**src/rtl/fp_pkg.sv**
```systemverilog
// Shared IEEE-754 single-precision field layout and FSM encoding.
// Used by the float add/sub unit and by the float<->fixed converters.
package fp_pkg;

    localparam int SIGN_BIT = 31;
    localparam int EXP_MSB  = 30;
    localparam int EXP_LSB  = 23;
    localparam int MANT_W   = 23;

    localparam int         EXP_BIAS    = 127;
    localparam logic [7:0] EXP_SPECIAL = 8'hFF;

    localparam logic [2:0] ST_IDLE   = 3'd0;
    localparam logic [2:0] ST_DECODE = 3'd1;
    localparam logic [2:0] ST_SHIFT  = 3'd2;
    localparam logic [2:0] ST_PACK   = 3'd3;
    localparam logic [2:0] ST_OUT    = 3'd4;

endpackage

```
**src/rtl/fp_unpack.sv**
```systemverilog
// Combinational split of a single-precision word into fields and class flags.
// The mantissa output carries the hidden bit, so it is only meaningful for normals.
module fp_unpack
    import fp_pkg::*;
(
    input  logic [31:0]       data,
    output logic              sign,
    output logic [7:0]        exp,
    output logic [MANT_W:0]   mant,
    output logic              is_zero,
    output logic              is_inf,
    output logic              is_nan
);

    logic [MANT_W-1:0] frac;

    assign sign    = data[SIGN_BIT];
    assign exp     = data[EXP_MSB:EXP_LSB];
    assign frac    = data[MANT_W-1:0];
    assign mant    = {1'b1, frac};

    // Subnormals are treated as zero.
    assign is_zero = (exp == 8'd0);
    assign is_inf  = (exp == EXP_SPECIAL) && (frac == '0);
    assign is_nan  = (exp == EXP_SPECIAL) && (frac != '0);

endmodule

```
**src/rtl/fp_to_fixed_serial.sv**
```systemverilog
// Float-to-fixed converter: decode, serial one-bit-per-cycle alignment,
// then saturating two's-complement pack, with valid/ready on both sides.
module fp_to_fixed_serial
    import fp_pkg::*;
#(
    parameter int OUT_W     = 32,
    parameter int FRAC_BITS = 16
) (
    input  logic             clk,
    input  logic             rst,
    input  logic             in_valid,
    output logic             in_ready,
    input  logic [31:0]      in_data,
    output logic             out_valid,
    input  logic             out_ready,
    output logic [OUT_W-1:0] out_data,
    output logic             out_sat,
    output logic             out_nan
);

    localparam logic [OUT_W-1:0] MAX_POS = {1'b0, {(OUT_W-1){1'b1}}};
    localparam logic [OUT_W-1:0] MIN_NEG = {1'b1, {(OUT_W-1){1'b0}}};
    // k = e - (bias + mantissa width) + FRAC_BITS; overflow once the hidden bit passes OUT_W-2.
    localparam logic signed [9:0] K_OFFSET = 10'(FRAC_BITS - EXP_BIAS - MANT_W);
    localparam logic signed [9:0] K_MAX    = 10'(OUT_W - 1 - MANT_W);

    logic [2:0]       state;
    logic [31:0]      op;
    logic [OUT_W-1:0] mag;
    logic [9:0]       cnt;
    logic             dir_left;
    logic             sign_r;
    logic             pre_sat;
    logic             pre_nan;

    logic             u_sign;
    logic [7:0]       u_exp;
    logic [MANT_W:0]  u_mant;
    logic             u_zero;
    logic             u_inf;
    logic             u_nan;
    logic signed [9:0] k;
    logic [9:0]       k_abs;
    logic [OUT_W-1:0] mant_ext;

    fp_unpack unpack (
        .data    (op),
        .sign    (u_sign),
        .exp     (u_exp),
        .mant    (u_mant),
        .is_zero (u_zero),
        .is_inf  (u_inf),
        .is_nan  (u_nan)
    );

    assign k        = $signed({2'b00, u_exp}) + K_OFFSET;
    assign k_abs    = k[9] ? 10'(-k) : 10'(k);
    assign mant_ext = {{(OUT_W-MANT_W-1){1'b0}}, u_mant};

    assign in_ready  = (state == ST_IDLE);
    assign out_valid = (state == ST_OUT);

    always_ff @(posedge clk) begin
        if (rst) begin
            state    <= ST_IDLE;
            op       <= '0;
            mag      <= '0;
            cnt      <= '0;
            dir_left <= 1'b0;
            sign_r   <= 1'b0;
            pre_sat  <= 1'b0;
            pre_nan  <= 1'b0;
            out_data <= '0;
            out_sat  <= 1'b0;
            out_nan  <= 1'b0;
        end else begin
            case (state)
                ST_IDLE: begin
                    if (in_valid) begin
                        op    <= in_data;
                        state <= ST_DECODE;
                    end
                end
                ST_DECODE: begin
                    sign_r  <= u_sign;
                    pre_sat <= 1'b0;
                    pre_nan <= 1'b0;
                    mag     <= '0;
                    cnt     <= '0;
                    state   <= ST_PACK;
                    if (u_zero) begin
                        sign_r <= 1'b0;
                    end else if (u_nan) begin
                        pre_sat <= 1'b1;
                        pre_nan <= 1'b1;
                    end else if (u_inf || (k > K_MAX)) begin
                        pre_sat <= 1'b1;
                    end else if (k > -10'sd24) begin
                        mag      <= mant_ext;
                        cnt      <= k_abs;
                        dir_left <= ~k[9];
                        if (k != 10'sd0) state <= ST_SHIFT;
                    end
                end
                ST_SHIFT: begin
                    mag <= dir_left ? (mag << 1) : (mag >> 1);
                    cnt <= cnt - 10'd1;
                    if (cnt == 10'd1) state <= ST_PACK;
                end
                ST_PACK: begin
                    // NaN always clamps positive; the MIN_NEG magnitude negates to itself.
                    if (pre_sat) begin
                        out_data <= (pre_nan || !sign_r) ? MAX_POS : MIN_NEG;
                        out_sat  <= 1'b1;
                        out_nan  <= pre_nan;
                    end else if (!sign_r && (mag > MAX_POS)) begin
                        out_data <= MAX_POS;
                        out_sat  <= 1'b1;
                        out_nan  <= 1'b0;
                    end else if (sign_r && (mag > MIN_NEG)) begin
                        out_data <= MIN_NEG;
                        out_sat  <= 1'b1;
                        out_nan  <= 1'b0;
                    end else begin
                        out_data <= sign_r ? (~mag + 1'b1) : mag;
                        out_sat  <= 1'b0;
                        out_nan  <= 1'b0;
                    end
                    state <= ST_OUT;
                end
                ST_OUT: begin
                    if (out_ready) state <= ST_IDLE;
                end
                default: state <= ST_IDLE;
            endcase
        end
    end

endmodule

```
**config.mk**
```make
export PLATFORM = sky130hd
export DESIGN_NAME = fp_to_fixed_serial
export DESIGN_NICKNAME = d
export VERILOG_FILES = /design/src/rtl/fp_pkg.sv /design/src/rtl/fp_unpack.sv /design/src/rtl/fp_to_fixed_serial.sv
export SDC_FILE = /design/constraint.sdc
export NUM_CORES = 1
export LEC_CHECK = 0
export CAP_MARGIN = 20
export CORE_AREA = 2 2 120 122
export DETAILED_ROUTE_END_ITERATION = 16
export DIE_AREA = 0 0 122 124
export MAX_ROUTING_LAYER = met4
export PLACE_DENSITY = 0.66
export SKIP_CTS_REPAIR_TIMING = 1
export SLEW_MARGIN = 30
export SYNTH_ARGS = -nofsm -noshare
export SYNTH_HDL_FRONTEND = slang
export SYNTH_SLANG_ARGS = --single-unit
```
**constraint.sdc**
```tcl
create_clock -name clk -period 7 [get_ports clk]
set_input_delay 2.1 -clock clk [delete_from_list [all_inputs] [get_ports clk]]
set_output_delay 2.1 -clock clk [all_outputs]
set_load 0.05 [all_outputs]
```
==> results.cfg, run 1 <==
[pwr]
p_switching_mw = 0.553
peakVddDrop_mv = 0.168
share_comb_of_total_power_pct = 18.0
power_leakage_nw = 2.51
switching_share_pct = 29.3
internal-power_mw = 1.33
clock_power_share_pct = 43.0
power-per-cell-area_nw_per_um2 = 256
p_seq_share_pct = 39.0

[floorplan]
pin_count = 72
rows = 43
die_y_um = 124
start_util_pct = 44.7
die_area_um2 = 15100
die_width_um = 122
core-area_um2 = 13700

[logic_synthesis]
synth_area_um2 = 6130
seq_area_frac_synth_pct = 37.6
synth_compound_area_share_pct = 22.2
synth_fa_ha_area_share_pct = 1.63
synth_top_family_by_area = simple AND/OR/NAND/NOR gates
synthMuxAreaShare_pct = 4.90
synth_ff_type = dfxtp_1
syn_nets = 829
async_flop_share_pct = 0
synth_edf_count = 0
yosysUniqueCellTypes = 67
synth_xor_area_share_pct = 5.14
yosys.area_share.simple_pct = 22.7
yosys_warnings = 0
ys_seq_elements = 115
syn_inst = 785
synth.avg_cell_area_um2 = 7.81

[setup_path]
r2r-start = mag[1]
rrSetupSlack_ns = 3.43
rr_worst_depth = 8
worstSetupPathType = reg2out
critPathLaunchType = flip-flop
regToRegEndpoint = out_data[13]
cp_max_fo = 11
worstPathRequired_ns = 4.90
arrival_ns = 2.16
end_kind = output pin

[clock_network]
cts.sinks = 115
cts_tree = done
numCtsBuffers = 17
cts.clk_slew.worst_paths_ns = 0.05
cts-htree-levels = 4
clk_latency_ns = 0.43
cts_root_buf = clkbuf_16
clk_path_buf_depth = 2

[cells_and_area]
fill_cells = 1332
regArea_um2 = 2300
post-route-util_pct = 53.7
multi_input_area_um2 = 3480
final_layout_size_suffix_gt1_share_pct = 6.59
final_nets = 850
antenna_cells = 0
syn2layout_area_growth_pct = 20.1

[min_path]
min_from = op[11]
hold_path_end = op[11]
hold_path.class = reg2reg
whs_path_depth = 2

[global_route]
grt.overflow.total = 0
antenna_found_initial = 0
grt_pass1_vias = 5054
grt_max_degree = 84
grt_pass1_wl_um = 24900
grt_use_total_pct = 21.4

[timing]
finalMaxSlewViolations = 0
slew_headroom_pct = 43.9
post-route-min-period_ns = 4.26
setup_viol = 0
tightest_slew_ns = 0.834
fmax_mhz = 235
period_share_pct = 60.8
final_hold_viol_count = 0
skew_ns = 0.00734
whs_ns = 0.478
rsz0062_at_grt = false
final.setup.tns_ns = 0

[detailed_routing]
dr.pass1.iters = 4
ant_nets = 0
vias_per_cell = 5.59
wl_per_cell_um = 15.1
drtIter0Drc = 302
wl_um = 15100
remaining_drc_errors = 0
vias = 5583

[job]
maxCapViolations = 0

[placed_design]
dp_hpwl_um = 10300
place.gp.congestion = 0.843
numPortBuffers = 71

[status]
status = complete, no violations
## kinds of logic after synthesis
family	Yosys count
AOI/OAI and AO/OA	211
DFF	115
buffers and inverters	86
adders and majority gates	8
muxes	30
and+or+nand+nor	299
xor gates and xnor gates	36
## area by class of cell
class | instances | share of cell area, %
Clock buffer | 23 | 6.49
Timing Repair Buffer | 78 | 10.3
Inverter | 10 | 0.510
Clock inverter | 9 | 1.09
Sequential cell | 115 | 31.3
Multi-Input combinational cell | 584 | 47.2
Tap cell | 180 | 3.06
## cells in the mapped netlist, types with 8 or more instances
cell type / instances / area, um2
a211oi_1: 17 / 128
a21oi_1: 108 / 541
clkbuf_1: 64 / 240
dfxtp_1: 115 / 2300
ha_1: 8 / 100
inv_1: 10 / 37.5
mux2i_1: 30 / 300
nand2_1: 90 / 338
nand3_1: 10 / 50.1
nor2_1: 108 / 405
nor3_1: 29 / 145
nor4_1: 16 / 100
o21ai_0: 10 / 50.1
o21bai_1: 9 / 67.6
o2bb2ai_1: 24 / 210
xnor2_1: 22 / 193
xor2_1: 14 / 123
## power by group through the flow
stage | logic (mW) | registers [mW] | clock network [mW]
2_1_floorplan | 0.230 | 0.762 | 0
3_3_place_gp | 0.333 | 0.747 | 0
3_5_place_dp | 0.338 | 0.749 | 0
4_1_cts | 0.340 | 0.735 | 0.827
5_1_grt | 0.378 | 0.742 | 0.854
6_report | 0.340 | 0.736 | 0.811
## cells in the final DEF, fill, tap and decap left out, types with 16 or more instances in the layout
| cell | netlist | layout |
|---|---|---|
| nor4_1 | 16 | 16 |
| nand2_1 | 90 | 89 |
| o2bb2ai_1 | 24 | 24 |
| nor3_1 | 29 | 29 |
| nor2_1 | 108 | 107 |
| clkdlybuf4s50_1 | 0 | 70 |
| a211oi_1 | 17 | 17 |
| clkbuf_16 | 0 | 17 |
| dfxtp_1 | 115 | 115 |
| mux2i_1 | 30 | 30 |
| a21oi_1 | 108 | 108 |
| xnor2_1 | 22 | 22 |
## per-stage QoR
| step | setup WS [ns] | area, um2 | std cells | power (mW) |
|---|---|---|---|---|
| after floorplan | 3.19 | 6130 | 785 | 0.991 |
| after global placement | 3.16 | 6800 | 967 | 1.08 |
| after detailed placement | 3.19 | 6800 | 967 | 1.09 |
| after CTS | 2.73 | 7360 | 999 | 1.90 |
| after global routing | 2.61 | 7360 | 999 | 1.97 |
| final | 2.74 | 7360 | 999 | 1.89 |
## critical path: stages, from the launching register on
cell and delay, ns:
dfxtp_1 0.40, nor3_1 0.45, clkdlybuf4s50_1 0.89
## flip-flops by register name, summed over array words and instances (netlist names), 3 cells and up
name / flops
out_data: 32
op: 32
state: 3
cnt: 10
mag: 32
## per-layer routing
metal	GRT usage [%]	vias up	wire length, um
met2	32.1	137	6690
met5	-	-	0
met3	4.99	24	740
met4	8.19	0	263
met1	28.1	2602	7370
li1	-	2820	-
## worst max-delay path by stage
stage,start,to,cells after the start
after floorplan,state[0],out_valid,2
after CTS,state[0],in_ready,2
after global routing,state[0],in_ready,2
after detailed placement,state[0],in_ready,2
after global placement,state[0],in_ready,2
final,state[0],in_ready,2
Power figures use the tool's default switching activity.
==> run 2: changes to the inputs <==
==> constraint.sdc (replaced) <==
create_clock -name clk -period 4.1 [get_ports clk]
set_input_delay 1.23 -clock clk [delete_from_list [all_inputs] [get_ports clk]]
set_output_delay 1.23 -clock clk [all_outputs]
set_load 0.05 [all_outputs]
==> results.cfg, run 2 (same netlist as run 1, synthesis figures left out) <==
[pwr]
share_comb_of_total_power_pct = 17.2
power_leakage_nw = 2.56
switching_share_pct = 27.8
peakVddDrop_mv = 0.266
p_seq_share_pct = 37.1
clock_power_share_pct = 45.7
power-per-cell-area_nw_per_um2 = 455
p_switching_mw = 0.941
p_total_mw = 3.39
internal-power_mw = 2.45

[detailed_routing]
vias = 5617
wl_per_cell_um = 15.3
drtIter0Drc = 341
remaining_drc_errors = 0
vias_per_cell = 5.61
ant_nets = 0
wl_um = 15400
dr.pass1.iters = 5

[cells_and_area]
top_regs = mag: 32 flops, op: 32 flops, out_data: 32 flops
syn2layout_area_growth_pct = 21.5
antenna_cells = 0
final_layout_size_suffix_gt1_share_pct = 6.81
final_nets = 853
final_cells = 1002
most-common-layout-cells = dfxtp_1, a21oi_1, nor2_1, nand2_1, clkdlybuf4s50_1
fill_cells = 1303
layout_commonest_cell = dfxtp_1
post-route-util_pct = 54.3

[job]
maxCapViolations = 0

[placed_design]
dp_hpwl_um = 10700
place.gp.congestion = 0.813
dp.cells = 970
numPortBuffers = 71

[setup_path]
critPathLaunchType = flip-flop
worstPathRequired_ns = 4.41
rrSetupSlack_ns = 0.71
arrival_ns = 3.70
crit_path_start = mag[1]
regToRegEndpoint = out_data[13]
rr_worst_depth = 8
worstSetupPathType = reg2reg
r2r-start = mag[1]
end_kind = flip-flop
cp_max_fo = 23

[timing]
final_hold_viol_count = 0
slew_headroom_pct = 43.5
post-route-min-period_ns = 3.39
period_share_pct = 82.7
tightest_slew_ns = 0.848
setup_viol = 0
whs_ns = 0.471
finalMaxSlewViolations = 0
rsz0062_at_grt = false
final.setup.tns_ns = 0
fmax_mhz = 295
skew_ns = 0.00885

[floorplan]
die_area_um2 = 15100
die_y_um = 124
pin_count = 72
rows = 43
core-area_um2 = 13700
die_width_um = 122
start_util_pct = 44.7

[clock_network]
clk_path_buf_depth = 2
cts.clk_slew.worst_paths_ns = 0.06
cts_tree = done
clk_latency_ns = 0.41
cts-htree-levels = 4
cts.sinks = 115
cts_root_buf = clkbuf_16
numCtsBuffers = 17

[status]
status = complete, no violations

[global_route]
antenna_found_initial = 0
grt_use_met2_pct = 32.3
grt_busiest_layer = met2
grt.overflow.total = 0
grt_use_met1_pct = 30.0
grt_use_total_pct = 21.9
grt_use_met3_pct = 3.89
grt_max_degree = 44
grt_pass1_wl_um = 25800
grt_pass1_vias = 5211

[min_path]
min_from = out_nan
hold_path.class = reg2reg
hold_path_end = out_nan
whs_path_depth = 2
run 2: cell count changes in the layout (fill, tap and decap cells not counted), sizes merged:
cell and delta:
buf +3, bufinv +3, clkinvlp -2, clkbuf -1
run 2: power groups by stage:
| stage | combinational, mW | sequential [mW] | clock (mW) |
|---|---|---|---|
| 4_1_cts | 0.588 | 1.26 | 1.57 |
| 2_1_floorplan | 0.392 | 1.30 | 0 |
| 6_report | 0.584 | 1.26 | 1.55 |
| 3_3_place_gp | 0.574 | 1.28 | 0 |
| 5_1_grt | 0.647 | 1.27 | 1.62 |
| 3_5_place_dp | 0.584 | 1.28 | 0 |
run 2: critical path: stages (launching register included):
cell and delay (ns):
dfxtp_1 0.36, inv_1 0.09, ha_1 0.30, nor4b_1 0.49
nand4_1 0.42, o41a_1 0.50, a21oi_4 0.54, nor2_2 0.20
a2111oi_2 0.36
run 2: layout make-up:
class	count	area (um2)	area share, %
sequential	115	2300	30.9
clock inverter	10	155	2.08
clock buffer	22	464	6.24
timing repair buffer	81	783	10.5
inverter	10	37.5	0.504
multi-input combinational	584	3480	46.7
tap	180	225	3.03
run 2: through the flow:
stage | instance area, um2 | worst slack, ns
after floorplan | 6130 | 1.16
after global placement | 6820 | 0.809
after detailed placement | 6820 | 0.690
after CTS | 7440 | 0.678
after global routing | 7440 | 0.452
final | 7440 | 0.708
run 2: metal layers:
metal | vias to the layer above | wire, um
li1 | 2823 | -
met1 | 2622 | 7660
met2 | 156 | 6740
met3 | 16 | 755
met4 | 0 | 212
met5 | - | 0
run 2: worst max-delay path by stage:
stage	endpoint	slack, ns	depth (start not counted)
after floorplan	out_valid	1.16	2
after global placement	out_data[13]	0.81	8
after detailed placement	out_data[13]	0.69	8
after CTS	out_data[13]	0.68	8
after global routing	out_data[22]	0.45	8
final	out_data[13]	0.71	8
